File: config.mk
export PLATFORM = sky130hd
export DESIGN_NAME = pwm_duty_generator
export DESIGN_NICKNAME = d
export VERILOG_FILES = /design/src/rtl/pwm_duty_generator.sv
export SDC_FILE = /design/constraint.sdc
export NUM_CORES = 1
export LEC_CHECK = 0
export ABC_AREA = 1
export CAP_MARGIN = 20
export CORE_UTILIZATION = 60
export CTS_BUF_LIST = sky130_fd_sc_hd__clkbuf_4 sky130_fd_sc_hd__clkbuf_8 sky130_fd_sc_hd__clkbuf_16
export DETAILED_ROUTE_END_ITERATION = 12
export DONT_BUFFER_PORTS = 1
export HOLD_SLACK_MARGIN = 0.06
export PLACE_DENSITY = 0.86
export SYNTH_ARGS = -nofsm -noshare
export SYNTH_HDL_FRONTEND = slang
export SYNTH_SLANG_ARGS = --single-unit
File: constraint.sdc
create_clock -name clock -period 8.2 [get_ports clock]
set_input_delay 1.23 -clock clock [delete_from_list [all_inputs] [get_ports clock]]
set_output_delay 1.23 -clock clock [all_outputs]
set_load 0.02 [all_outputs]
File: src/rtl/pwm_duty_generator.sv
// PWM waveform generator with a duty handshake and prescaled tick.
// A new duty applies at period boundaries, optionally slew-limited per period.
module pwm_duty_generator #(
    parameter int WIDTH     = 10,
    parameter int PRESCALE  = 50,
    parameter int TOP       = 999,
    parameter int RAMP_STEP = 8
) (
    input  logic             clock,
    input  logic             reset,
    input  logic             enable,
    input  logic [WIDTH-1:0] duty_in,
    input  logic             duty_valid,
    output logic             duty_ready,
    output logic             pwm_out,
    output logic             period_end,
    output logic [WIDTH-1:0] duty_active,
    output logic             busy
);

    localparam int               PW         = (PRESCALE > 1) ? $clog2(PRESCALE) : 1;
    localparam logic [PW-1:0]    PRESC_LAST = PW'(PRESCALE - 1);
    localparam logic [WIDTH-1:0] CNT_TOP    = WIDTH'(TOP);
    localparam logic [WIDTH-1:0] DUTY_MAX   = WIDTH'(TOP + 1);
    localparam logic [WIDTH:0]   STEP_W     = (WIDTH + 1)'(RAMP_STEP);

    logic [PW-1:0]    presc_cnt_r;
    logic [WIDTH-1:0] cnt_r;
    logic [WIDTH-1:0] target_r;
    logic [WIDTH-1:0] duty_active_r;
    logic             pending_r;
    logic             pwm_out_r;
    logic             period_end_r;

    logic             tick_s;
    logic             wrap_s;
    logic             accept_s;
    logic [WIDTH-1:0] duty_clamped_s;
    logic [WIDTH-1:0] ramp_next_s;
    logic [WIDTH:0]   up_sum_s;
    logic [WIDTH:0]   dn_limit_s;

    assign tick_s   = enable && (presc_cnt_r == PRESC_LAST);
    assign wrap_s   = tick_s && (cnt_r == CNT_TOP);
    assign accept_s = duty_valid && !pending_r;

    // Clamp the requested duty to a full period (constant high).
    always_comb begin
        duty_clamped_s = duty_in;
        if (duty_in > DUTY_MAX) begin
            duty_clamped_s = DUTY_MAX;
        end else begin
            duty_clamped_s = duty_in;
        end
    end

    // Next active duty: one bounded step toward target, computed one bit wide so it never wraps.
    always_comb begin
        ramp_next_s = duty_active_r;
        up_sum_s    = {1'b0, duty_active_r} + STEP_W;
        dn_limit_s  = {1'b0, target_r} + STEP_W;
        if (RAMP_STEP == 0) begin
            ramp_next_s = target_r;
        end else if (duty_active_r < target_r) begin
            if (up_sum_s >= {1'b0, target_r}) begin
                ramp_next_s = target_r;
            end else begin
                ramp_next_s = WIDTH'(up_sum_s);
            end
        end else if (duty_active_r > target_r) begin
            if ({1'b0, duty_active_r} <= dn_limit_s) begin
                ramp_next_s = target_r;
            end else begin
                ramp_next_s = WIDTH'({1'b0, duty_active_r} - STEP_W);
            end
        end else begin
            ramp_next_s = duty_active_r;
        end
    end

    // Prescaler, period counter and period-end pulse; all held at zero while disabled.
    always_ff @(posedge clock or posedge reset) begin
        if (reset) begin
            presc_cnt_r  <= {PW{1'b0}};
            cnt_r        <= {WIDTH{1'b0}};
            period_end_r <= 1'b0;
        end else if (!enable) begin
            presc_cnt_r  <= {PW{1'b0}};
            cnt_r        <= {WIDTH{1'b0}};
            period_end_r <= 1'b0;
        end else begin
            if (tick_s) begin
                presc_cnt_r <= {PW{1'b0}};
            end else begin
                presc_cnt_r <= presc_cnt_r + PW'(1);
            end
            if (wrap_s) begin
                cnt_r <= {WIDTH{1'b0}};
            end else if (tick_s) begin
                cnt_r <= cnt_r + WIDTH'(1);
            end else begin
                cnt_r <= cnt_r;
            end
            period_end_r <= wrap_s;
        end
    end

    // Registered waveform compare.
    always_ff @(posedge clock or posedge reset) begin
        if (reset) begin
            pwm_out_r <= 1'b0;
        end else begin
            pwm_out_r <= enable && (cnt_r < duty_active_r);
        end
    end

    // Handshake and ramp; duty changes on the wrap edge so it lands exactly at cnt=0.
    always_ff @(posedge clock or posedge reset) begin
        if (reset) begin
            target_r      <= {WIDTH{1'b0}};
            duty_active_r <= {WIDTH{1'b0}};
            pending_r     <= 1'b0;
        end else begin
            if (wrap_s && pending_r) begin
                duty_active_r <= ramp_next_s;
                if (ramp_next_s == target_r) begin
                    pending_r <= 1'b0;
                end else begin
                    pending_r <= 1'b1;
                end
            end else begin
                duty_active_r <= duty_active_r;
            end
            // Only reachable with pending low, so it never collides with the clear above.
            if (accept_s) begin
                target_r  <= duty_clamped_s;
                pending_r <= 1'b1;
            end else begin
                target_r <= target_r;
            end
        end
    end

    assign duty_ready  = !pending_r;
    assign busy        = pending_r;
    assign pwm_out     = pwm_out_r;
    assign period_end  = period_end_r;
    assign duty_active = duty_active_r;

endmodule
---- Yosys cells after proc, flatten, opt, wreduce, memory -nomap -nowiden ----
Cells that the tools add are included.
cells by class
  mux-type cells .......................... 14
  $add $sub $neg .......................... 5
  order comparisons ....................... 6
  reductions and logical operators ........ 7
  eq/ne operators ......................... 4
operator list
  cell                                                                   number
  10-bit two-way mux                                                     8
  10-bit by 4-bit adder with 11-bit output (second input constant)       2
  10-bit less-than comparator                                            2
  6-bit two-way mux                                                      2
  11-bit by 10-bit greater-or-equal comparator with 1-bit output         1
  10-bit by 11-bit <= comparator with 1-bit output                       1
  10-bit by 1-bit adder with 10-bit output (second input constant)       1
  10-bit == test                                                         1
  10-bit == test (second input constant)                                 1
  10-bit greater-than comparator                                         1
  10-bit greater-than comparator (second input constant)                 1
  10-bit by 4-bit subtractor with 10-bit output (second input constant)  1
  6-bit by 1-bit adder with 6-bit output (second input constant)         1
  6-bit == test (second input constant)                                  1
  1-bit logical AND                                                      5
  1-bit two-way mux                                                      4
  3-bit by 1-bit != test with 1-bit output (second input constant)       1
  2-bit nonzero test                                                     1
  1-bit logical NOT                                                      1
word-level totals
  logic and storage cells ................. 43
  bits of input ports ..................... 14
  bits in registers ....................... 39

---- Longest topological paths before layout ----
  depth after elaboration ................. 9
  depth in mapped cells ................... 23
  mapped depth without buffers ............ 22

---- Worst setup path after synthesis ----
No wires, ideal clock.
  kind .................................... reg-to-reg
  start ................................... register duty_active_r[3], in the netlist duty_active[3]
  end ..................................... register pending_r, in the netlist busy
  slack ................................... 5.414 ns
  stages on the path, launching flop included .. 18
  arrival time ............................ 2.669 ns
  period minus slack after synthesis ...... 2.786 ns
  buffers on the path ..................... 1
  cells stage by stage .................... dfrtp_1 ha_1 nand3_1 nor3_1 xor2_1 ha_1 and3_1 nand2_1 nand2_4 buf_6 o21ai_0 nand2_1 nand2_1 nand2_1 nor2_1 nand2_1 nor2_1 nor2_1
between the ends
  cells in the longest elaborated chain, start to end .. 8
RTL lines
  item                                                                                                  RTL line  RTL
  start: declaration                                                                                    30        logic [WIDTH-1:0] duty_active_r;
  start signal: assignment                                                                              121       duty_active_r <= {WIDTH{1'b0}};
  start signal: assignment                                                                              125       duty_active_r <= ramp_next_s;
  start signal: assignment                                                                              132       duty_active_r <= duty_active_r;
  10-bit by 4-bit adder with 11-bit output, or another cell as far along                                60        up_sum_s = {1'b0, duty_active_r} + STEP_W;
  11-bit by 10-bit greater-or-equal comparator with 1-bit output or 10-bit two-way mux (tied branches)  65, 71
  10-bit two-way mux, on equally long branches                                                          65, 70
  10-bit two-way mux (*)                                                                                64        end else if (duty_active_r < target_r) begin
  10-bit == test (*)                                                                                    126       if (ramp_next_s == target_r) begin
  1-bit two-way mux (*)                                                                                 126
  1-bit two-way mux (*)                                                                                 124       if (wrap_s && pending_r) begin
  1-bit two-way mux (*)                                                                                 135       if (accept_s) begin
  end signal: assignment                                                                                127       pending_r <= 1'b0;
  end signal: assignment                                                                                129       pending_r <= 1'b1;
  end signal: assignment                                                                                137       pending_r <= 1'b1;
  end: declaration                                                                                      31        logic pending_r;
Every way passes the cells marked *; elsewhere a longest branch is shown, timed or not. The select of a mux whose other input is x is not followed.
A chain may end at the register's enable or synchronous reset.

---- Worst setup path in the final report ----
  start ................................... register duty_active_r[5], in the netlist duty_active[5]
  end ..................................... register pending_r, in the netlist busy
Same word-level chain as after synthesis.

==> summary.txt <==
Outcome
  • Status: completed

Floorplan
  • IO Count: 28
  • Core Region: between 0.005 and 0.006 mm^2
  • Die area: about 0.0063 mm^2
  • Die Ht: 79.49 um
  • Die width: between 70 and 80 um
  • Initial Util: roughly 64%
  • # rows: 27

Place
  • RePlAce Congestion: between 0.9 and 1
  • Place WS: ~4.8 ns
  • IO buf count: 0
  • DP HPWL: roughly 6700 um
  • Placed Instances: 568
  • Dpl cell area: about 0.0036 mm^2

Power
  • Worst vdd ir: between 80 and 90 uV
  • Pwr dens: around 120 mW/mm^2
  • Power, Total: 0.4467 mW
  • Pleak: around 1.8 nW

Synthesis
  • Register bit total from synthesis: 39
  • Register area share after synthesis: between 20% and 30%
  • Avg Cell Area, Syn: 7.133 um^2
  • Mapped cell area: 0.003602 mm^2
  • Async SR Flop Fraction: 100.0%
  • Post-synth EDFFs: 0
  • Most common flop cell mapped by yosys: dfrtp_1
  • Post-Syn Instances: roughly 510
  • Syn nets: approximately 560
  • Yosys warning count: 0
  • Library cells used by synthesis: 40

Clock network
  • CTS max path bufs: 2
  • Clock sinks: 39
  • Clock transition at the registers of the reported paths: 0.10 ns
  • Total CTS buffers: 5
  • CTS root buf: clkbuf_8
  • H-tree lvl count: 2
  • Post-CTS Hold Buffers: 0
  • Skew-Pair Late Insertion Delay: 0.31 ns
  • Post-CTS setup buffer count: 0
  • Post-cts resize count: 0
  • CTS tree: done

STA
  • RSZ-0062 raised after global routing: false
  • Worst rel slew slack: 58.01%
  • Total negative slack: 0 ns
  • Slew @ Worst Pin: 0.6298 ns
  • Fmax: roughly 290 MHz
  • Post-layout min period: 3.488 ns
  • Clk_skew: roughly 0.015 ns
  • Max-slew violations: 0
  • Final hold vios: 0
  • Finish-stage setup viols: 0
  • Final cycle utilization of the critical path: between 40% and 50%
  • Hold slack: ~0.5 ns
  • Min setup slack post-route: around 4.7 ns

Setup path
  • Crit path required time: between 8 and 9 ns
  • Worst endpoint data arrival time: between 3 and 4 ns
  • WP buf/inv: 1
  • CP most frequent cell: nand2_1
  • Critical path's top delay family: simple AND/OR/NAND/NOR gates
  • Worst setup SP type: flop
  • Worst path cell trace: nand3_2, nor2_2, nand2_1, xor2_1, inv_1, ha_1, a21o_1, a21oi_1, nand2_1, a21oi_1, nor2_1, o21ai_1, nand2_1, nand2_1, nand2_1, nor2_1, nand2_1, nor2_1, nor2_1
  • Worst R2R Start: duty_active[5]
  • Critical path capture point type: flop
  • R2r worst-path depth: 19
  • Crit path max fanout: 9
  • Slowest cell on crit path: dfrtp_1
  • CP Class: reg2reg
  • Reg2Reg Setup Slack: 4.71 ns
  • Slowest Stage Delay on Critical Path: slightly above 0.7 ns
  • Reg2reg end: busy

Route
  • Vias/cell: a little under 6
  • Post-route ant nets: 0
  • DRC violations left: 0
  • 1st-pass router iterations: 5
  • Via count: 3410
  • Final WL: ~8800 um
  • 1st-iter DRT viols: 299
  • DR WL/cell: between 15 and 20 um

Cells and area
  • Non-Filler Instances: ~580
  • Fill cells: approximately 460
  • Most common cell after layout, fill and taps aside: nand2_1
  • NumNets Final: 556
  • Sequential cell area: ~980 um^2
  • Fin area: approximately 0.0037 mm^2
  • Area of the multi-input gates: ~0.0023 mm^2
  • Synthesis-to-finish area growth: 3.091%
  • Antenna fix cells: 0
  • Share of layout cells above drive strength 1: under 10%
  • Finished Core Util: 65.82%
  • Most frequent cells in the layout: 127 x nand2_1, 64 x inv_1, 54 x nand3_1, 39 x ha_1, 39 x dfrtp_1

Min path
  • Hold WC Path Type: reg2reg
  • Hold endpoint: presc_cnt_r[0]
  • Hold Startpoint: presc_cnt_r[0]
  • Hold Path Depth: 1

Global routing
  • Global-route wire length before repair: between 10000 and 15000 um
  • GRT Util Overall: 29.67%
  • Pin count of the biggest net entering global routing: 40
  • Vias in the first global route: approximately 3000
  • Grt total ovfl: 0
  • Antenna violations before repair: 0

Flow run
  • Max_cap viols: 0
registers in the layout, summed over array words and instances, names as in the netlist:
| register | flops |
|---|---|
| pwm_out | 1 |
| presc_cnt_r | 6 |
| busy | 1 |
| period_end | 1 |
| duty_active | 10 |
| target_r | 10 |
| cnt_r | 10 |
cells in the mapped netlist (5+ instances only):
| cell type | n | share of area, % |
|---|---|---|
| inv_1 | 64 | 6.7 |
| nor2_1 | 32 | 3.3 |
| inv_2 | 5 | 0.52 |
| nand3_1 | 54 | 7.5 |
| a21oi_1 | 23 | 3.2 |
| nand2_2 | 7 | 1.2 |
| nand4_1 | 6 | 1.0 |
| nor2_2 | 5 | 0.87 |
| dfrtp_1 | 39 | 27 |
| nor3_1 | 6 | 0.83 |
| xor2_1 | 17 | 4.1 |
| nand2_1 | 127 | 13 |
| nand3_2 | 8 | 2.2 |
| o211ai_1 | 5 | 1.0 |
| o21ai_0 | 28 | 3.9 |
| ha_1 | 39 | 14 |
cell type report:
type	instances	area share, %
sequential	39	26.28
clock inverter	3	0.6402
inverter	69	6.974
tap	72	2.426
timing repair buffer	1	0.2022
multi-input combinational	387	61.62
clock buffer	5	1.853
kinds of logic (layout without fill, tap and decap cells):
kind of cell    count (synthesis)  count (layout)  share of synthesized area, %
simple gates                  257             257                         34.07
buf+inv                        79              78                         9.378
compound gates                 73              73                         11.53
fa+ha+maj                      39              39                         13.55
flops                          39              39                         27.09
xor+xnor                       18              18                         4.376
layer usage:
metal | global-route usage [%] | up-vias | routed length (um)
li1 | - | 1664 | -
met1 | 41.29 | 1566 | 3902
met2 | 47.26 | 155 | 3937
met3 | 5.371 | 25 | 774
met4 | 7.455 | 0 | 228
met5 | 0 | - | 0
worst max-delay path by stage:
stage / startpoint / endpoint / slack, ns / cells after the start
floorplan: duty_active[3] / busy / 5.41 / 17
global placement: duty_active[3] / busy / 4.87 / 17
detailed placement: duty_active[3] / busy / 4.80 / 17
CTS: duty_active[3] / busy / 4.80 / 17
global route: duty_active[5] / busy / 4.42 / 19
finish: duty_active[5] / busy / 4.71 / 19
power by group:
group | total (mW) | switching (mW) | internal (mW)
combinational | 0.0912 | 0.0604 | 0.0308
sequential | 0.210 | 0.0118 | 0.199
clock | 0.145 | 0.0840 | 0.0610
worst reg2reg max path: stages, from the launching register on:
cell     delay (ns)
dfrtp_1        0.71
nand3_2        0.19
nor2_2         0.14
nand2_1        0.07
xor2_1         0.21
inv_1          0.07
ha_1           0.29
a21o_1         0.18
a21oi_1        0.14
nand2_1        0.10
a21oi_1        0.46
nor2_1         0.09
o21ai_1        0.22
nand2_1        0.08
nand2_1        0.06
nand2_1        0.07
nor2_1         0.09
nand2_1        0.06
nor2_1         0.12
nor2_1         0.05
Power figures use the tool's default switching activity.
